`src/rtl/i2c_pkg.sv`:
```
// Shared definitions for the I2C PWM LED target: FSM states, CTRL bit
// positions and the bus level that signals acknowledge.
package i2c_pkg;

  typedef enum logic [3:0] {
    ST_IDLE,
    ST_ADDR,
    ST_ADDR_ACK,
    ST_PTR,
    ST_PTR_ACK,
    ST_WRITE,
    ST_WRITE_ACK,
    ST_READ,
    ST_READ_ACK,
    ST_WAIT_STOP
  } i2c_state_e;

  localparam int CTRL_EN  = 0;
  localparam int CTRL_INV = 1;

  localparam logic ACK  = 1'b0;
  localparam logic NACK = 1'b1;

endpackage

```
`src/rtl/i2c_pwm_led_if.sv`:
```
// Open-drain I2C pin bundle: line sense inputs and pull-low drives.
interface i2c_pwm_led_if;
  logic scl_i;
  logic sda_i;
  logic scl_o;
  logic sda_o;

  modport slave  (input  scl_i, sda_i, output scl_o, sda_o);
  modport master (output scl_i, sda_i, input  scl_o, sda_o);
endinterface

```
`src/rtl/i2c_line_sync.sv`:
```
// Synchronises SCL/SDA into clk and decodes START/STOP and SCL edges.
module i2c_line_sync (
  input  logic clk,
  input  logic rst_n,
  input  logic scl_i,
  input  logic sda_i,
  output logic sda_o,
  output logic start_o,
  output logic stop_o,
  output logic scl_rise_o,
  output logic scl_fall_o
);

  logic scl_meta_q, scl_sync_q, scl_prev_q;
  logic sda_meta_q, sda_sync_q, sda_prev_q;

  // Idle bus is pulled high, so the pipeline resets to 1 to avoid a fake edge.
  always_ff @(posedge clk or negedge rst_n) begin
    if (!rst_n) begin
      scl_meta_q <= 1'b1;
      scl_sync_q <= 1'b1;
      scl_prev_q <= 1'b1;
      sda_meta_q <= 1'b1;
      sda_sync_q <= 1'b1;
      sda_prev_q <= 1'b1;
    end else begin
      scl_meta_q <= scl_i;
      scl_sync_q <= scl_meta_q;
      scl_prev_q <= scl_sync_q;
      sda_meta_q <= sda_i;
      sda_sync_q <= sda_meta_q;
      sda_prev_q <= sda_sync_q;
    end
  end

  assign sda_o      = sda_sync_q;
  assign start_o    = scl_sync_q & scl_prev_q &  sda_prev_q & ~sda_sync_q;
  assign stop_o     = scl_sync_q & scl_prev_q & ~sda_prev_q &  sda_sync_q;
  assign scl_rise_o =  scl_sync_q & ~scl_prev_q;
  assign scl_fall_o = ~scl_sync_q &  scl_prev_q;

endmodule

```
`src/rtl/i2c_pwm_led.sv`:
```
// I2C target with a byte-addressed duty/CTRL register file driving NUM_CH
// PWM LED outputs; duty updates are deferred to the PWM period boundary.
module i2c_pwm_led
  import i2c_pkg::*;
#(
  parameter logic [6:0] ADDRESS = 7'h4A,
  parameter int         NUM_CH  = 3,
  parameter int         PWM_W   = 8,
  parameter int         PWM_DIV = 4
) (
  input  logic                clk,
  input  logic                rst_n,
  i2c_pwm_led_if.slave        bus,
  output logic [NUM_CH-1:0]   led_o
);

  localparam int PRE_W = (PWM_DIV > 1) ? $clog2(PWM_DIV) : 1;

  logic sda_s, start, stop, scl_rise, scl_fall;

  i2c_line_sync u_sync (
    .clk        (clk),
    .rst_n      (rst_n),
    .scl_i      (bus.scl_i),
    .sda_i      (bus.sda_i),
    .sda_o      (sda_s),
    .start_o    (start),
    .stop_o     (stop),
    .scl_rise_o (scl_rise),
    .scl_fall_o (scl_fall)
  );

  i2c_state_e       state_q, state_d;
  logic [7:0]       shift_q, shift_d, ptr_q, ptr_d, rd_byte;
  logic [3:0]       bit_cnt_q, bit_cnt_d;
  logic             sda_q, sda_d, rw_q, rw_d, mack_q, mack_d, wr_en;
  logic             byte_done, rx_bit;
  logic [PWM_W-1:0] shadow_q [NUM_CH];
  logic [PWM_W-1:0] duty_q   [NUM_CH];
  logic [1:0]       ctrl_q;

  assign byte_done = scl_fall && (bit_cnt_q == 4'd8);
  assign rx_bit    = scl_rise && (bit_cnt_q != 4'd8);

  always_comb begin
    rd_byte = 8'h00;
    for (int i = 0; i < NUM_CH; i++)
      if (ptr_q == 8'(i)) rd_byte = 8'(shadow_q[i]);
    if (ptr_q == 8'(NUM_CH)) rd_byte = {6'b0, ctrl_q};
  end

  // NOTE: every always_comb output gets a default first so no path infers a latch.
  always_comb begin
    state_d   = state_q;
    shift_d   = shift_q;
    bit_cnt_d = bit_cnt_q;
    ptr_d     = ptr_q;
    sda_d     = sda_q;
    rw_d      = rw_q;
    mack_d    = mack_q;
    wr_en     = 1'b0;
    if (stop) begin
      state_d = ST_IDLE;
      sda_d   = 1'b1;
    end else if (start) begin
      state_d   = ST_ADDR;
      bit_cnt_d = 4'd0;
      sda_d     = 1'b1;
    end else begin
      case (state_q)
        ST_ADDR, ST_PTR, ST_WRITE: begin
          if (rx_bit) begin
            shift_d   = {shift_q[6:0], sda_s};
            bit_cnt_d = bit_cnt_q + 4'd1;
          end else if (byte_done) begin
            bit_cnt_d = 4'd0;
            sda_d     = ACK;
            if (state_q == ST_ADDR) begin
              rw_d    = shift_q[0];
              state_d = ST_ADDR_ACK;
              if (shift_q[7:1] != ADDRESS) begin
                state_d = ST_WAIT_STOP;
                sda_d   = NACK;
              end
            end else if (state_q == ST_PTR) begin
              ptr_d   = shift_q;
              state_d = ST_PTR_ACK;
            end else begin
              wr_en   = 1'b1;
              ptr_d   = ptr_q + 8'd1;
              state_d = ST_WRITE_ACK;
            end
          end
        end
        ST_ADDR_ACK, ST_READ_ACK: begin
          if (scl_rise) begin
            mack_d = (sda_s == ACK);
          end else if (scl_fall) begin
            if ((state_q == ST_ADDR_ACK && rw_q) || (state_q == ST_READ_ACK && mack_q)) begin
              shift_d = rd_byte;
              sda_d   = rd_byte[7];
              ptr_d   = ptr_q + 8'd1;
              state_d = ST_READ;
            end else begin
              sda_d   = 1'b1;
              state_d = (state_q == ST_ADDR_ACK) ? ST_PTR : ST_WAIT_STOP;
            end
            bit_cnt_d = 4'd0;
          end
        end
        ST_PTR_ACK, ST_WRITE_ACK: begin
          if (scl_fall) begin
            sda_d   = 1'b1;
            state_d = ST_WRITE;
          end
        end
        ST_READ: begin
          if (scl_rise) begin
            bit_cnt_d = bit_cnt_q + 4'd1;
          end else if (scl_fall && bit_cnt_q == 4'd8) begin
            sda_d     = 1'b1;
            bit_cnt_d = 4'd0;
            state_d   = ST_READ_ACK;
          end else if (scl_fall && bit_cnt_q != 4'd0) begin
            shift_d = {shift_q[6:0], 1'b0};
            sda_d   = shift_q[6];
          end
        end
        default: ;
      endcase
    end
  end

  // NOTE: sequential state uses non-blocking assignments only; combinational logic above uses blocking.
  always_ff @(posedge clk or negedge rst_n) begin
    if (!rst_n) begin
      state_q   <= ST_IDLE;
      shift_q   <= 8'h00;
      bit_cnt_q <= 4'd0;
      ptr_q     <= 8'h00;
      sda_q     <= 1'b1;
      rw_q      <= 1'b0;
      mack_q    <= 1'b0;
    end else begin
      state_q   <= state_d;
      shift_q   <= shift_d;
      bit_cnt_q <= bit_cnt_d;
      ptr_q     <= ptr_d;
      sda_q     <= sda_d;
      rw_q      <= rw_d;
      mack_q    <= mack_d;
    end
  end

  assign bus.sda_o = sda_q;
  assign bus.scl_o = 1'b1;

  // NOTE: the register file is a handful of flops that must read back 0 after reset, so it is reset like any other state.
  always_ff @(posedge clk or negedge rst_n) begin
    if (!rst_n) begin
      for (int i = 0; i < NUM_CH; i++) shadow_q[i] <= '0;
      ctrl_q <= 2'b00;
    end else if (wr_en) begin
      for (int i = 0; i < NUM_CH; i++)
        if (ptr_q == 8'(i)) shadow_q[i] <= shift_q[PWM_W-1:0];
      if (ptr_q == 8'(NUM_CH)) ctrl_q <= shift_q[1:0];
    end
  end

  logic [PRE_W-1:0]  pre_q;
  logic [PWM_W-1:0]  cnt_q;
  logic [NUM_CH-1:0] raw, led_q;
  logic              pre_wrap, cnt_wrap;

  assign pre_wrap = (pre_q == PRE_W'(PWM_DIV - 1));
  assign cnt_wrap = pre_wrap && (cnt_q == '1);

  // Active duty only changes together with the counter wrap, so no runt pulse.
  always_ff @(posedge clk or negedge rst_n) begin
    if (!rst_n) begin
      pre_q <= '0;
      cnt_q <= '0;
      led_q <= '0;
      for (int i = 0; i < NUM_CH; i++) duty_q[i] <= '0;
    end else begin
      pre_q <= pre_wrap ? '0 : pre_q + PRE_W'(1);
      if (pre_wrap) cnt_q <= cnt_q + PWM_W'(1);
      if (cnt_wrap)
        for (int i = 0; i < NUM_CH; i++) duty_q[i] <= shadow_q[i];
      led_q <= ctrl_q[CTRL_EN] ? (raw ^ {NUM_CH{ctrl_q[CTRL_INV]}}) : '0;
    end
  end

  for (genvar g = 0; g < NUM_CH; g++) begin : g_pwm
    assign raw[g] = (duty_q[g] == '1) || (cnt_q < duty_q[g]);
  end

  assign led_o = led_q;

endmodule

```
`src/flat_wrapper.sv`:
```
// flat-port wrapper written by rule: the top's interface ports become plain ports
module i2c_pwm_led_flat import i2c_pkg::*;
#(
  parameter logic [6:0] ADDRESS = 7'h4A,
  parameter int         NUM_CH  = 3,
  parameter int         PWM_W   = 8,
  parameter int         PWM_DIV = 4
)
  (clk, rst_n, led_o, bus_scl_i, bus_sda_i, bus_scl_o, bus_sda_o);
  i2c_pwm_led_if bus_i ();
  input  logic clk;
  input  logic rst_n;
  output logic [NUM_CH-1:0] led_o;
  input wire logic [$bits(bus_i.scl_i)-1:0] bus_scl_i;
  input wire logic [$bits(bus_i.sda_i)-1:0] bus_sda_i;
  output wire logic [$bits(bus_i.scl_o)-1:0] bus_scl_o;
  output wire logic [$bits(bus_i.sda_o)-1:0] bus_sda_o;
  assign bus_i.scl_i = bus_scl_i;
  assign bus_i.sda_i = bus_sda_i;
  assign bus_scl_o = bus_i.scl_o;
  assign bus_sda_o = bus_i.sda_o;
  i2c_pwm_led #(.ADDRESS(ADDRESS), .NUM_CH(NUM_CH), .PWM_W(PWM_W), .PWM_DIV(PWM_DIV)) u_core (.clk(clk), .rst_n(rst_n), .bus(bus_i), .led_o(led_o));
endmodule
```
`config.mk`:
```
export PLATFORM = sky130hd
export DESIGN_NAME = i2c_pwm_led_flat
export DESIGN_NICKNAME = d
export VERILOG_FILES = /design/src/rtl/i2c_pkg.sv /design/src/rtl/i2c_pwm_led_if.sv /design/src/rtl/i2c_line_sync.sv /design/src/rtl/i2c_pwm_led.sv /design/src/flat_wrapper.sv
export SDC_FILE = /design/constraint.sdc
export NUM_CORES = 1
export LEC_CHECK = 0
export CAP_MARGIN = 20
export CORE_UTILIZATION = 50
export DETAILED_ROUTE_END_ITERATION = 10
export PLACE_DENSITY = 0.66
export SLEW_MARGIN = 0
export SYNTH_ARGS = -nofsm -noshare
export SYNTH_HDL_FRONTEND = slang
export SYNTH_HIERARCHICAL = 1
export SYNTH_SLANG_ARGS = --single-unit
```
`constraint.sdc`:
```
create_clock -name clk -period 3.8 [get_ports clk]
set_input_delay 0.76 -clock clk [delete_from_list [all_inputs] [get_ports clk]]
set_output_delay 0.76 -clock clk [all_outputs]
set_load 0.005 [all_outputs]
```
* After elaboration in Yosys (flattened, before gate mapping) *
Index checks and enable logic that the tools add are counted.

operators by class
  add/subtract/negate cells = 4
  magnitude comparators = 3
  eq/ne operators = 39
  muxes and demuxes = 65
  bitwise logic cells = 15
  reductions and logical operators = 30

operators with widths
  cell                   count
  $mux W8                18
  $mux W4                19
  $eq A8 B8 Y1 const B   4
  $lt A8 B8 Y1           3
  $pmux W8 S3            1
  $mux W1                20
  $add A8 B1 Y8 const B  2
  $eq A4 B3 Y1 const B   4
  $eq A8 B2 Y1 const B   2
  $ne A4 B1 Y1 const B   4
  $pmux W4 S4            1
  $pmux W8 S2            1
  $reduce_and A8 Y1      2
  $ne A4 B2 Y1 const B   3
  $pmux W4 S3            1
  $ne A2 B1 Y1 const B   5
  $ne A2 B2 Y1 const B   5
  $reduce_and A10 Y1     1
  $reduce_and A9 Y1      1
  $eq A4 B2 Y1 const B   2
  $eq A4 B4 Y1 const B   2
  $eq A8 B1 Y1 const B   1
  $logic_not A8 Y1       1
  $reduce_and A2 Y1      4
  25 further kinds       49

storage, ports and cells
  register bits after elaboration = 96
  output and inout port bits = 5

* Depth between registers and ports, before layout *
  word-level depth = 11
  mapped depth = 9
  depth with buffers taken out = 7

* Modules after synthesis *
Netlist, hierarchy kept.

by module, submodules not included
  module         times used  cells an instance  area each (µm²)
  i2c_pwm_led    1           511                5157.4
  i2c_line_sync  1           10                 192.7

* Worst setup path before layout *
No wires, ideal clock.

  kind = register to register
  from = reg u_core.u_sync.sda_prev_q
  to = reg u_core.shift_q[0]
  setup time = 0.125 ns
  arrival time = 2.039 ns
  required time = 3.675 ns
  slack = 1.636 ns
  cell stages (with the launch flop) = 6
  cells stage by stage = dfstp_2 -> and4b_1 -> nor2_1 -> nand2_2 -> a311oi_4 -> mux2_2

on the way
  cells in the longest elaborated chain, start to end = 5
  elaborated cells on any way between the ends = 8
  those cells by class = bitwise (7); reduce/logical (1)

ends and longest elaborated chain
  element                       line                 source
  start: declaration            i2c_line_sync.sv:15  logic sda_meta_q, sda_sync_q, sda_prev_q;
  start signal: assignment      i2c_line_sync.sv:32  sda_prev_q <= sda_sync_q;
  $not A1 Y1                    i2c_line_sync.sv:38  assign stop_o = scl_sync_q & scl_prev_q & ~sda_prev_q & sda_sync_q;
  $and A1 B1 Y1 (2 in a row)    i2c_line_sync.sv:38
  via u_core.stop               i2c_pwm_led.sv:19    logic sda_s, start, stop, scl_rise, scl_fall;
  $not A1 Y1 (no line)          --
  $reduce_and A10 Y1 (no line)  --
  end signal: assignment        i2c_pwm_led.sv:146   shift_q <= shift_d;
  end: declaration              i2c_pwm_led.sv:34    logic [7:0] shift_q, shift_d, ptr_q, ptr_d, rd_byte;

The timed path passes the listed nets, and every way through them passes these cells.
A chain may end at the register's enable or synchronous reset.

* Worst setup path after layout *
  from = reg u_core.u_sync.sda_sync_q (netlist: u_core/u_sync/sda_o)
  to = reg u_core.shift_q[3]

on the way
  cells in the longest elaborated chain, start to end = 4
  elaborated cells on any way between the ends = 6
  those cells by class = bitwise (5); reduce/logical (1)

ends and longest elaborated chain
  element                       line                 source
  start: declaration            i2c_line_sync.sv:15
  start signal: assignment      i2c_line_sync.sv:31  sda_sync_q <= sda_meta_q;
  $not A1 Y1                    i2c_line_sync.sv:37  assign start_o = scl_sync_q & scl_prev_q & sda_prev_q & ~sda_sync_q;
  $and A1 B1 Y1                 i2c_line_sync.sv:37
  via u_core.start              i2c_pwm_led.sv:19
  $not A1 Y1 (no line)          --
  $reduce_and A10 Y1 (no line)  --

The timed path passes the listed nets, and every way through them passes these cells.

==> impl_metrics.py <==
metrics = {
    "timing": {
        "fmax_mhz": 378,
        "fin_hold_ws_ns": 0.355,
        "worstMarginPinSlew_ns": 0.899,
        "fin_skew_ns": 0.00749,
        "setup_ws_ns": 1.15,
        "finalCriticalPeriod_ns": 2.65,
        "slew_viol_final": 0,
        "period_share": 0.696,
        "grt_setup_unrepaired": "false",
        "tns_ns": 0,
        "slew_headroom": 0.396,
        "hold_violations": 0,
        "finalSetupViolations": 0,
    },
    "logic_synthesis": {
        "seq_area_frac_synth": 0.451,
        "synth.distinct_cells": 68,
        "synth_nets": 554,
        "ys_ff_latch": 96,
        "yosysTopAreaCell": "dfrtp_1",
        "avgSynthCellArea_um2": 10.3,
        "async_reset_ff_frac": 1.00,
        "synthFlopType": "dfrtp_1",
        "ys_top_cells_by_area": "dfrtp_1, mux2_2, ha_1, dfstp_2, o21ai_0",
        "synth_edf_count": 0,
        "synth_warnings": 6,
        "syn_inst": 521,
        "synthesis.area_um2": 5350,
        "synthDominantCellAreaShare": 0.416,
    },
    "clocking": {
        "cts_buffers": 9,
        "clock_path_buffers": 2,
        "clock_sinks": 96,
        "cts_max_level": 3,
        "cts_tree": "done",
        "cts_resized": 0,
        "clk_pin_slew_ns": 0.09,
        "cts.hold.buffers_added": 0,
        "post-cts-setup-buffers": 0,
        "clkLatencyLatePin_ns": 0.36,
        "root_buffer": "clkbuf_8",
    },
    "setup_path": {
        "arrival_ns": 2.89,
        "crit_start": "u_core/u_sync/sda_o",
        "critPathCaptureType": "flop",
        "critPathKind": "reg -> reg",
        "start_kind": "flop",
        "timing.rr.start": "u_core/u_sync/sda_o",
        "critical_path.max_fanout": 10,
        "crit_required_ns": 4.05,
    },
    "placed_design": {
        "globalplace.congestion": 0.881,
        "preCtsSetupSlack_ns": 1.20,
        "numPlacedInstances": 645,
        "dpl_cell_area_um2": 5510,
        "port-buffer-count": 7,
        "dp_hpwl_um": 8890,
    },
    "final_layout": {
        "syn2layout_area_growth_pct": 6.43,
        "most-common-layout-cells": "dfrtp_1, nand2_1, mux2_2, o21ai_0, inv_1",
        "finalNetCount": 553,
        "drive_gt1_frac": 0.152,
        "finalNonFillerCells": 661,
        "design_area_um2": 5690,
        "seq_area_um2": 2410,
        "multi_input_area_um2": 2700,
        "fin_util": 0.549,
        "mostFrequentLayoutCell": "dfrtp_1",
        "diodes": 0,
        "fill_cells": 937,
    },
    "global_routing": {
        "antenna_found_initial": 0,
        "grt_max_degree": 45,
        "gr-usage-met1": 0.307,
        "overflow": 0,
        "gr-usage-met3": 0.0266,
        "grt_pass1_wl_um": 20300,
        "gr-usage-all-layers": 0.236,
        "grtUsageMet2": 0.388,
        "grt.busiest_layer": "met2",
        "grt_pass1_vias": 3891,
    },
    "drt": {
        "antenna_left": 0,
        "totalWireLength_um": 12100,
        "wl_per_cell_um": 18.4,
        "drtPass1Iterations": 4,
        "drc": 0,
        "vias_per_cell": 6.10,
        "drtIter0Drc": 320,
        "vias": 4030,
    },
    "die": {
        "fp.dieW_um": 105,
        "dieArea_um2": 11100,
        "start_util": 0.516,
        "die_h_um": 105,
        "design.portCount": 9,
        "core-area_um2": 10400,
        "rows": 37,
    },
    "power": {
        "ir_drop_v": 0.000387,
        "leakage_nw": 2.44,
        "total_power_mw": 3.07,
        "power.density_nw_per_um2": 539,
    },
    "status": {
        "outcome": "finished, final reports clean",
    },
    "job": {
        "drv_cap": 0,
    },
    "worst_hold_path": {
        "hold_path.class": "reg -> reg",
        "hold_path_startpoint": "u_core/u_sync/sda_meta_q",
    },
}
## flip-flops by register name, summed over array words and instances, names as in the netlist, 2 cells and up
register,count
u_core/ctrl_q,2
u_core/shadow_q,24
u_core/ptr_q,8
u_core/cnt_q,8
u_core/led_o,3
u_core/state_q,4
u_core/pre_q,2
u_core/bit_cnt_q,4
u_core/duty_q,24
u_core/shift_q,8
## report_power, final
part           switching [mW]  leakage (nW)  internal, mW  total [mW]
Combinational           0.545          1.08         0.431       0.976
Clock                   0.353        0.0937         0.305       0.658
Sequential              0.286          1.27          1.15        1.43
Total                    1.18          2.44          1.88        3.07
## cell usage after synthesis, types with 5 or more instances
library cell	n
a31oi_1	7
xnor2_1	6
dfrtp_1	89
o21ai_0	36
nor3_1	19
clkbuf_1	12
a21o_1	8
nand2b_1	6
ha_1	29
nor2b_1	5
a22o_1	5
nand4_1	15
nand3_1	14
a22oi_1	11
inv_1	33
nand2_1	45
a21oi_1	12
buf_2	5
nor2_1	20
o22ai_1	5
mux2_2	40
dfstp_2	7
o21a_1	7
a2bb2oi_1	7
## layout make-up
class / count / share of cell area
multi-input cells: 368 / 0.474
flip-flops and latches: 96 / 0.423
well taps: 136 / 0.0299
clock buffers: 11 / 0.0231
inverters: 33 / 0.0218
repair buffers: 12 / 0.0185
clock inverters: 5 / 0.00989
## per-layer routing
metal | vias to the layer above | wire (µm)
met4 | 0 | 357
met1 | 1974 | 5560
met5 | - | 0
met2 | 118 | 5790
li1 | 1910 | -
met3 | 28 | 440
## cell families (layout without fill, tap and decap cells)
logic type	Yosys count	after routing	synth area share
buf+inv	57	61	0.0454
simple gates	158	158	0.159
compound gates	125	125	0.165
mux	44	44	0.0917
fa+ha+maj	29	29	0.0678
xor+xnor	11	11	0.0194
other cells	1	1	0.000701
flops	96	96	0.451
## worst max-delay path, cell delays in order (launching register included)
cell	delay (ns)
dfstp_2	0.58
and4b_1	0.25
nor2_1	0.41
nand2_2	0.29
a311oi_4	0.59
mux2_2	0.40
## worst paths after layout
check	end	slack [ns]	cells past startpoint
setup / recovery	u_core/shift_q[3]	1.15	5
hold / removal	u_core/u_sync/sda_o	0.36	0
setup reg to reg	u_core/shift_q[3]	1.15	5
hold reg to reg	u_core/u_sync/sda_o	0.36	0
max in group asynchronous	u_core/bus.sda_o	2.57	2
min in group asynchronous	u_core/duty_q[7]	0.38	1
Power figures use the tool's default switching activity.
